<file path="src/rtl/pixel_seq_ctrl.sv">
// Burst sequencer for the pixel FSM: runs N start/done/ack handshakes and
// accumulates the samples, with a per-phase timeout and host abort.
module pixel_seq_ctrl #(
    parameter int unsigned TIMEOUT_CYC = 4095,
    parameter int unsigned CNT_W       = 12
) (
    input  logic        clk,
    input  logic        reset,
    input  logic        cmd_start_i,
    input  logic        cmd_abort_i,
    input  logic [7:0]  cfg_num_frames,
    input  logic [9:0]  cfg_loc_max_clk,
    input  logic [9:0]  cfg_adj_max_clk,
    input  logic        cfg_loc_mode,
    input  logic        cfg_adj_mode,
    input  logic        cfg_data_in,
    output logic        pxl_start_o,
    output logic        pxl_ack_o,
    output logic        loc_timer_m_o,
    output logic        adj_timer_m_o,
    output logic        data_in_o,
    output logic [9:0]  loc_max_clk_o,
    output logic [9:0]  adj_max_clk_o,
    input  logic        pxl_done_i,
    input  logic [15:0] pxl_data_i,
    output logic        busy_o,
    output logic        done_o,
    output logic        timeout_o,
    output logic        aborted_o,
    output logic [7:0]  frame_cnt_o,
    output logic [15:0] result_o,
    output logic        result_valid_o,
    output logic [23:0] acc_o
);

    localparam int unsigned FRM_W = 8;
    localparam int unsigned CLK_W = 10;
    localparam int unsigned DAT_W = 16;
    localparam int unsigned ACC_W = 24;
    localparam logic [CNT_W-1:0] CNT_LAST = CNT_W'(TIMEOUT_CYC - 1);

    typedef enum logic [2:0] {
        S_IDLE, S_LOAD, S_START, S_WAIT_DONE, S_CAPTURE, S_ACK, S_NEXT, S_FINISH
    } state_e;

    state_e             state_q, state_d;
    logic [CNT_W-1:0]   cnt_q, cnt_d;
    logic [FRM_W-1:0]   num_q, num_d;
    logic [CLK_W-1:0]   loc_max_q, loc_max_d, adj_max_q, adj_max_d;
    logic               loc_mode_q, loc_mode_d, adj_mode_q, adj_mode_d;
    logic               data_in_q, data_in_d;
    logic [FRM_W-1:0]   frame_cnt_q, frame_cnt_d;
    logic [DAT_W-1:0]   result_q, result_d;
    logic               result_valid_q, result_valid_d;
    logic [ACC_W-1:0]   acc_q, acc_d;
    logic               done_q, done_d;
    logic               timeout_q, timeout_d;
    logic               aborted_q, aborted_d;
    logic               busy_q, busy_d;
    logic               pxl_start_q, pxl_start_d;
    logic               pxl_ack_q, pxl_ack_d;
    logic               abort_c;

    assign abort_c = cmd_abort_i && (state_q != S_IDLE) && (state_q != S_FINISH);

    // Next-state, datapath updates and registered-output decode
    always_comb begin
        state_d        = state_q;
        cnt_d          = cnt_q;
        num_d          = num_q;
        loc_max_d      = loc_max_q;
        adj_max_d      = adj_max_q;
        loc_mode_d     = loc_mode_q;
        adj_mode_d     = adj_mode_q;
        data_in_d      = data_in_q;
        frame_cnt_d    = frame_cnt_q;
        result_d       = result_q;
        result_valid_d = 1'b0;
        acc_d          = acc_q;
        done_d         = 1'b0;
        timeout_d      = timeout_q;
        aborted_d      = aborted_q;

        unique case (state_q)
            S_IDLE: begin
                if (cmd_start_i && !cmd_abort_i) begin
                    if (cfg_num_frames != '0) begin
                        num_d       = cfg_num_frames;
                        loc_max_d   = cfg_loc_max_clk;
                        adj_max_d   = cfg_adj_max_clk;
                        loc_mode_d  = cfg_loc_mode;
                        adj_mode_d  = cfg_adj_mode;
                        data_in_d   = cfg_data_in;
                        frame_cnt_d = '0;
                        acc_d       = '0;
                        timeout_d   = 1'b0;
                        aborted_d   = 1'b0;
                        state_d     = S_LOAD;
                    end else begin
                        done_d = 1'b1;
                    end
                end
            end
            S_LOAD: state_d = S_START;
            S_START: begin
                cnt_d   = '0;
                state_d = S_WAIT_DONE;
            end
            S_WAIT_DONE: begin
                if (pxl_done_i) begin
                    state_d = S_CAPTURE;
                end else if (cnt_q == CNT_LAST) begin
                    timeout_d = 1'b1;
                    state_d   = S_FINISH;
                end else begin
                    cnt_d = cnt_q + CNT_W'(1);
                end
            end
            S_CAPTURE: begin
                result_d       = pxl_data_i;
                result_valid_d = 1'b1;
                acc_d          = acc_q + ACC_W'(pxl_data_i);
                frame_cnt_d    = frame_cnt_q + FRM_W'(1);
                cnt_d          = '0;
                state_d        = S_ACK;
            end
            S_ACK: begin
                if (!pxl_done_i) begin
                    state_d = S_NEXT;
                end else if (cnt_q == CNT_LAST) begin
                    timeout_d = 1'b1;
                    state_d   = S_FINISH;
                end else begin
                    cnt_d = cnt_q + CNT_W'(1);
                end
            end
            S_NEXT: state_d = (frame_cnt_q == num_q) ? S_FINISH : S_START;
            S_FINISH: state_d = S_IDLE;
            default: state_d = S_IDLE;
        endcase

        // Abort overrides any same-cycle capture or timeout
        if (abort_c) begin
            state_d        = S_FINISH;
            aborted_d      = 1'b1;
            timeout_d      = timeout_q;
            cnt_d          = cnt_q;
            result_d       = result_q;
            result_valid_d = 1'b0;
            acc_d          = acc_q;
            frame_cnt_d    = frame_cnt_q;
        end

        pxl_start_d = (state_d == S_START);
        pxl_ack_d   = (state_d == S_ACK);
        busy_d      = (state_d != S_IDLE);
        if (state_d == S_FINISH) begin
            done_d = 1'b1;
        end
    end

    always_ff @(posedge clk) begin
        if (reset) begin
            state_q        <= S_IDLE;
            cnt_q          <= '0;
            num_q          <= '0;
            loc_max_q      <= '0;
            adj_max_q      <= '0;
            loc_mode_q     <= 1'b0;
            adj_mode_q     <= 1'b0;
            data_in_q      <= 1'b0;
            frame_cnt_q    <= '0;
            result_q       <= '0;
            result_valid_q <= 1'b0;
            acc_q          <= '0;
            done_q         <= 1'b0;
            timeout_q      <= 1'b0;
            aborted_q      <= 1'b0;
            busy_q         <= 1'b0;
            pxl_start_q    <= 1'b0;
            pxl_ack_q      <= 1'b0;
        end else begin
            state_q        <= state_d;
            cnt_q          <= cnt_d;
            num_q          <= num_d;
            loc_max_q      <= loc_max_d;
            adj_max_q      <= adj_max_d;
            loc_mode_q     <= loc_mode_d;
            adj_mode_q     <= adj_mode_d;
            data_in_q      <= data_in_d;
            frame_cnt_q    <= frame_cnt_d;
            result_q       <= result_d;
            result_valid_q <= result_valid_d;
            acc_q          <= acc_d;
            done_q         <= done_d;
            timeout_q      <= timeout_d;
            aborted_q      <= aborted_d;
            busy_q         <= busy_d;
            pxl_start_q    <= pxl_start_d;
            pxl_ack_q      <= pxl_ack_d;
        end
    end

    assign pxl_start_o    = pxl_start_q;
    assign pxl_ack_o      = pxl_ack_q;
    assign loc_timer_m_o  = loc_mode_q;
    assign adj_timer_m_o  = adj_mode_q;
    assign data_in_o      = data_in_q;
    assign loc_max_clk_o  = loc_max_q;
    assign adj_max_clk_o  = adj_max_q;
    assign busy_o         = busy_q;
    assign done_o         = done_q;
    assign timeout_o      = timeout_q;
    assign aborted_o      = aborted_q;
    assign frame_cnt_o    = frame_cnt_q;
    assign result_o       = result_q;
    assign result_valid_o = result_valid_q;
    assign acc_o          = acc_q;

endmodule
</file>
<file path="config.mk">
export PLATFORM = sky130hd
export DESIGN_NAME = pixel_seq_ctrl
export DESIGN_NICKNAME = d
export VERILOG_FILES = /design/src/rtl/pixel_seq_ctrl.sv
export SDC_FILE = /design/constraint.sdc
export NUM_CORES = 1
export LEC_CHECK = 0
export ABC_AREA = 1
export BUFFER_PORTS_ARGS = -buffer_cell sky130_fd_sc_hd__buf_2
export CAP_MARGIN = 15
export CORE_MARGIN = 2
export CORE_UTILIZATION = 50
export CTS_BUF_LIST = sky130_fd_sc_hd__clkbuf_2
export DETAILED_ROUTE_END_ITERATION = 12
export PLACE_DENSITY = 0.83
export SYNTH_ARGS = -nofsm -noshare
export SYNTH_HDL_FRONTEND = slang
export SYNTH_SLANG_ARGS = --single-unit
</file>
<file path="constraint.sdc">
create_clock -name clk -period 1.9 [get_ports clk]
set_clock_uncertainty 0.15 [all_clocks]
set_input_delay 0.095 -clock clk [delete_from_list [all_inputs] [get_ports clk]]
set_output_delay 0.095 -clock clk [all_outputs]
set_load 0.02 [all_outputs]
</file>
==> run summary <==
Worst path cell trace = ha_4 > inv_2 > fa_2 > inv_2 > nand3_4 > nand2_4 > nand2_2 > nand2_4 > nand3_2 > nand2_1 > nand2_1 > nand3_1 > a21oi_1
# IOs = 130
Reg clk slew, reported paths = 0.29 ns
Post-route setup slack = -0.0386 ns
Sequential fraction of the synthesis area = 37.2%
Initial DRC Count = 551
Leak pwr = 3.62 nW
DRC errors left = 0
Die Span X = 108 µm
Area grow syn2layout = 49.7%
First-pass GRT wire length = 27,200 µm
Overall power = 8.87 mW
Post-route clock period utilization = 102%
Status = finished, violations left
Slew Limit Fails = 0
Initial DRT Pass Iterations = 5
Worst vdd ir = 0.828 mV
Antenna cells = 0
Clock net sink count = 101
Pwr/cell area = 1090 mW/mm²
Fillers = 771
Yosys warning total = 0
Post-route ant nets = 0
Post-DP HPWL = 11,800 µm
Crit path DAT = 2.31 ns
Post-Syn Instances = 795
Via count of the first global-routing pass = 5,941
Total die area = 0.0117 mm²
Initial antenna violation count = 0
Max-cap violations = 0
GRT Total Usage = 29.0%
Startpoint class of the critical path = flop
IO buf count = 129
Yosys reg bits = 101
DR vias/cell = 5.40
Max clock buf depth = 2
Setup CP Type = flop to flop
Vias = 6,441
Worst endpoint required time = 2.27 ns
Clk Latency, worst-skew pair = 0.61 ns
WL final = 18,300 µm
Netlist cell types = 42
Core Region = 0.0107 mm²
Root Buffer = clkbuf_2
Setup TNS = -0.114 ns
Net Count, Synth = 870
Slew HR = 70.3%
Hold Path Class = primary input to flop
Failing checks = negative setup slack
RSZ-0062 raised after global routing = yes
GR Overflow Total = 0
CP Capture Type = flop
H-tree levels = 3
Routed len/inst = 15.4 µm
Final Wtd Congestion = 0.973
Critical Path Max Stage Delay = 0.42 ns
Hold Vio Cnt, Final = 0
Crit Path Max Fanout = 4
CTS tree = built
Minimum clock period = 1.94 ns
# nets final = 1,123
Layout cell share with drive strength beyond 1 = 36.0%
Setup violators final = 7
Mean area per synthesized cell = 6.83 µm²
Slowest stage cell, crit path = dfxtp_4
Die height = 108 µm
Cell area after synthesis = 0.00543 mm²
Tightest Pin Transition = 0.445 ns
Rows = 38
Largest net degree at the start of global routing = 27
CTS Buf Count = 9
Initial core utilization = 50.8%
Fmax = 516 MHz
Fin util = 76.0%
==> synth_stat cells (all sizes together) <==
library cell  number  area [µm²]
a21oi             94         482
a31oi              2        12.5
a32o               1        10.0
and2               3        18.8
buf               15         101
clkbuf            11        41.3
dfxtp            101        2020
fa                 1        20.0
ha                22         275
inv               67         251
nand2            194         751
nand2b             1        6.26
nand3             73         375
nand3b             5        50.1
nand4             12        81.3
nor2             106         423
nor3              14        75.1
nor3b              1        7.51
nor4               1        6.26
o211a              1        10.0
o21a               3        22.5
o21ai             53         277
o21bai             1        7.51
o22ai              1        6.26
or2                1        6.26
or3                1        6.26
xnor2              3        26.3
xor2               7        61.3
==> kinds of logic after synthesis <==
kind of cell               synth area share, %
and+or+nand+nor                           33.3
DFF                                       37.2
AOI/OAI and AO/OA                         15.2
adders and majority gates                 5.44
xor gates and xnor gates                  1.61
buffers and inverters                     7.25
==> layout make-up <==
class	instances	area, µm²	share of cell area [%]
clock buffer	9	45.0	0.554
clock inverter	6	113	1.38
inverter	67	259	3.18
multi-input combinational	601	3570	43.9
sequential	101	2060	25.4
tap	140	175	2.15
timing repair buffer	267	1900	23.4
timing repair inverter	1	6.26	0.0769
==> per-layer routing <==
metal,GRT usage [%],wire length [µm],up-vias
met5,0,0,-
met4,9.52,541,0
met3,6.09,1270,47
met2,47.8,8550,277
met1,38.1,7980,2977
li1,-,-,3140
==> stage by stage <==
stage | hold slack (ns) | cell area, µm² | std cells | setup WS [ns]
2_1_floorplan | 0.0284 | 5460 | 795 | 0.00831
3_3_place_gp | 0.187 | 6710 | 1109 | -0.0485
3_5_place_dp | 0.196 | 6710 | 1109 | -0.0394
4_1_cts | 0.0648 | 7540 | 1179 | -0.00805
5_1_grt | 0.0790 | 8130 | 1192 | -0.141
6_report | 0.104 | 8130 | 1192 | -0.0386
==> final timing paths <==
path / start / end / slack (ns) / cells after the start
worst min register to register: loc_max_clk_o[9]$_SDFFE_PP0P_ / loc_max_clk_o[9]$_SDFFE_PP0P_ / 0.33 / 2
worst max-delay path: acc_o[0]$_SDFFE_PP0P_ / acc_o[14]$_SDFFE_PP0P_ / -0.04 / 13
worst min-delay path: cfg_adj_max_clk[6] / adj_max_clk_o[6]$_SDFFE_PP0P_ / 0.10 / 4
worst max register to register: acc_o[0]$_SDFFE_PP0P_ / acc_o[14]$_SDFFE_PP0P_ / -0.04 / 13
==> state kept, by name, summed over array words and instances (netlist names), 3 cells and up <==
name / cells
state_q: 3
num_q: 8
adj_max_clk_o: 10
cnt_q: 12
result_o: 16
loc_max_clk_o: 10
frame_cnt_o: 8
acc_o: 24
==> where the power goes <==
part / total, mW / leakage (nW) / switching [mW] / internal [mW]
clock: 1.31 / 0.0919 / 0.750 / 0.562
sequential: 2.71 / 0.831 / 0.243 / 2.47
combinational: 4.85 / 2.70 / 2.77 / 2.08
total: 8.87 / 3.62 / 3.77 / 5.11
==> critical path: cells and delay by family (launching register included) <==
kind	cells	cell delay, ns
flip-flops	1	0.42
AND/OR/NAND/NOR	8	0.62
adder cells (fa/ha/maj)	2	0.47
AO/OA/AOI/OAI	1	0.06
buffers and inverters	2	0.13
==> cells in the final DEF (no fill, tap or decap), types with 3 or more instances in the layout <==
cell type,count
and2_1,3
dlygate4sd3_1,55
dfxtp_1,80
dfxtp_2,15
nand3_2,10
buf_4,71
buf_6,8
xor2_1,7
o21ai_1,11
ha_4,18
bufinv_16,3
buf_2,129
o21a_1,3
inv_1,54
nand3b_1,4
nor3_1,10
nor2_4,6
o21ai_0,37
buf_12,4
nand3_1,62
dfxtp_4,6
nand2_1,163
nor3_2,3
nand2_4,3
nor2_2,14
a21oi_1,74
inv_2,12
o21ai_2,4
a21oi_2,17
nand2_2,28
nor2_1,86
clkbuf_2,9
ha_1,3
nand4_1,11
a21oi_4,3
xnor2_1,3
==> timing repair <==
item / 4_1_cts / 5_1_grt
hold buffers: 55 / 0
resized for setup: 34 / 126
hold endpoints to repair: 86 / 0
pin swaps: 9 / 40
buffers inserted: 0 / 13
cloned: 0 / 1
endpoints found under the setup margin: 23 / 41
(Power assumes the default switching activity.)
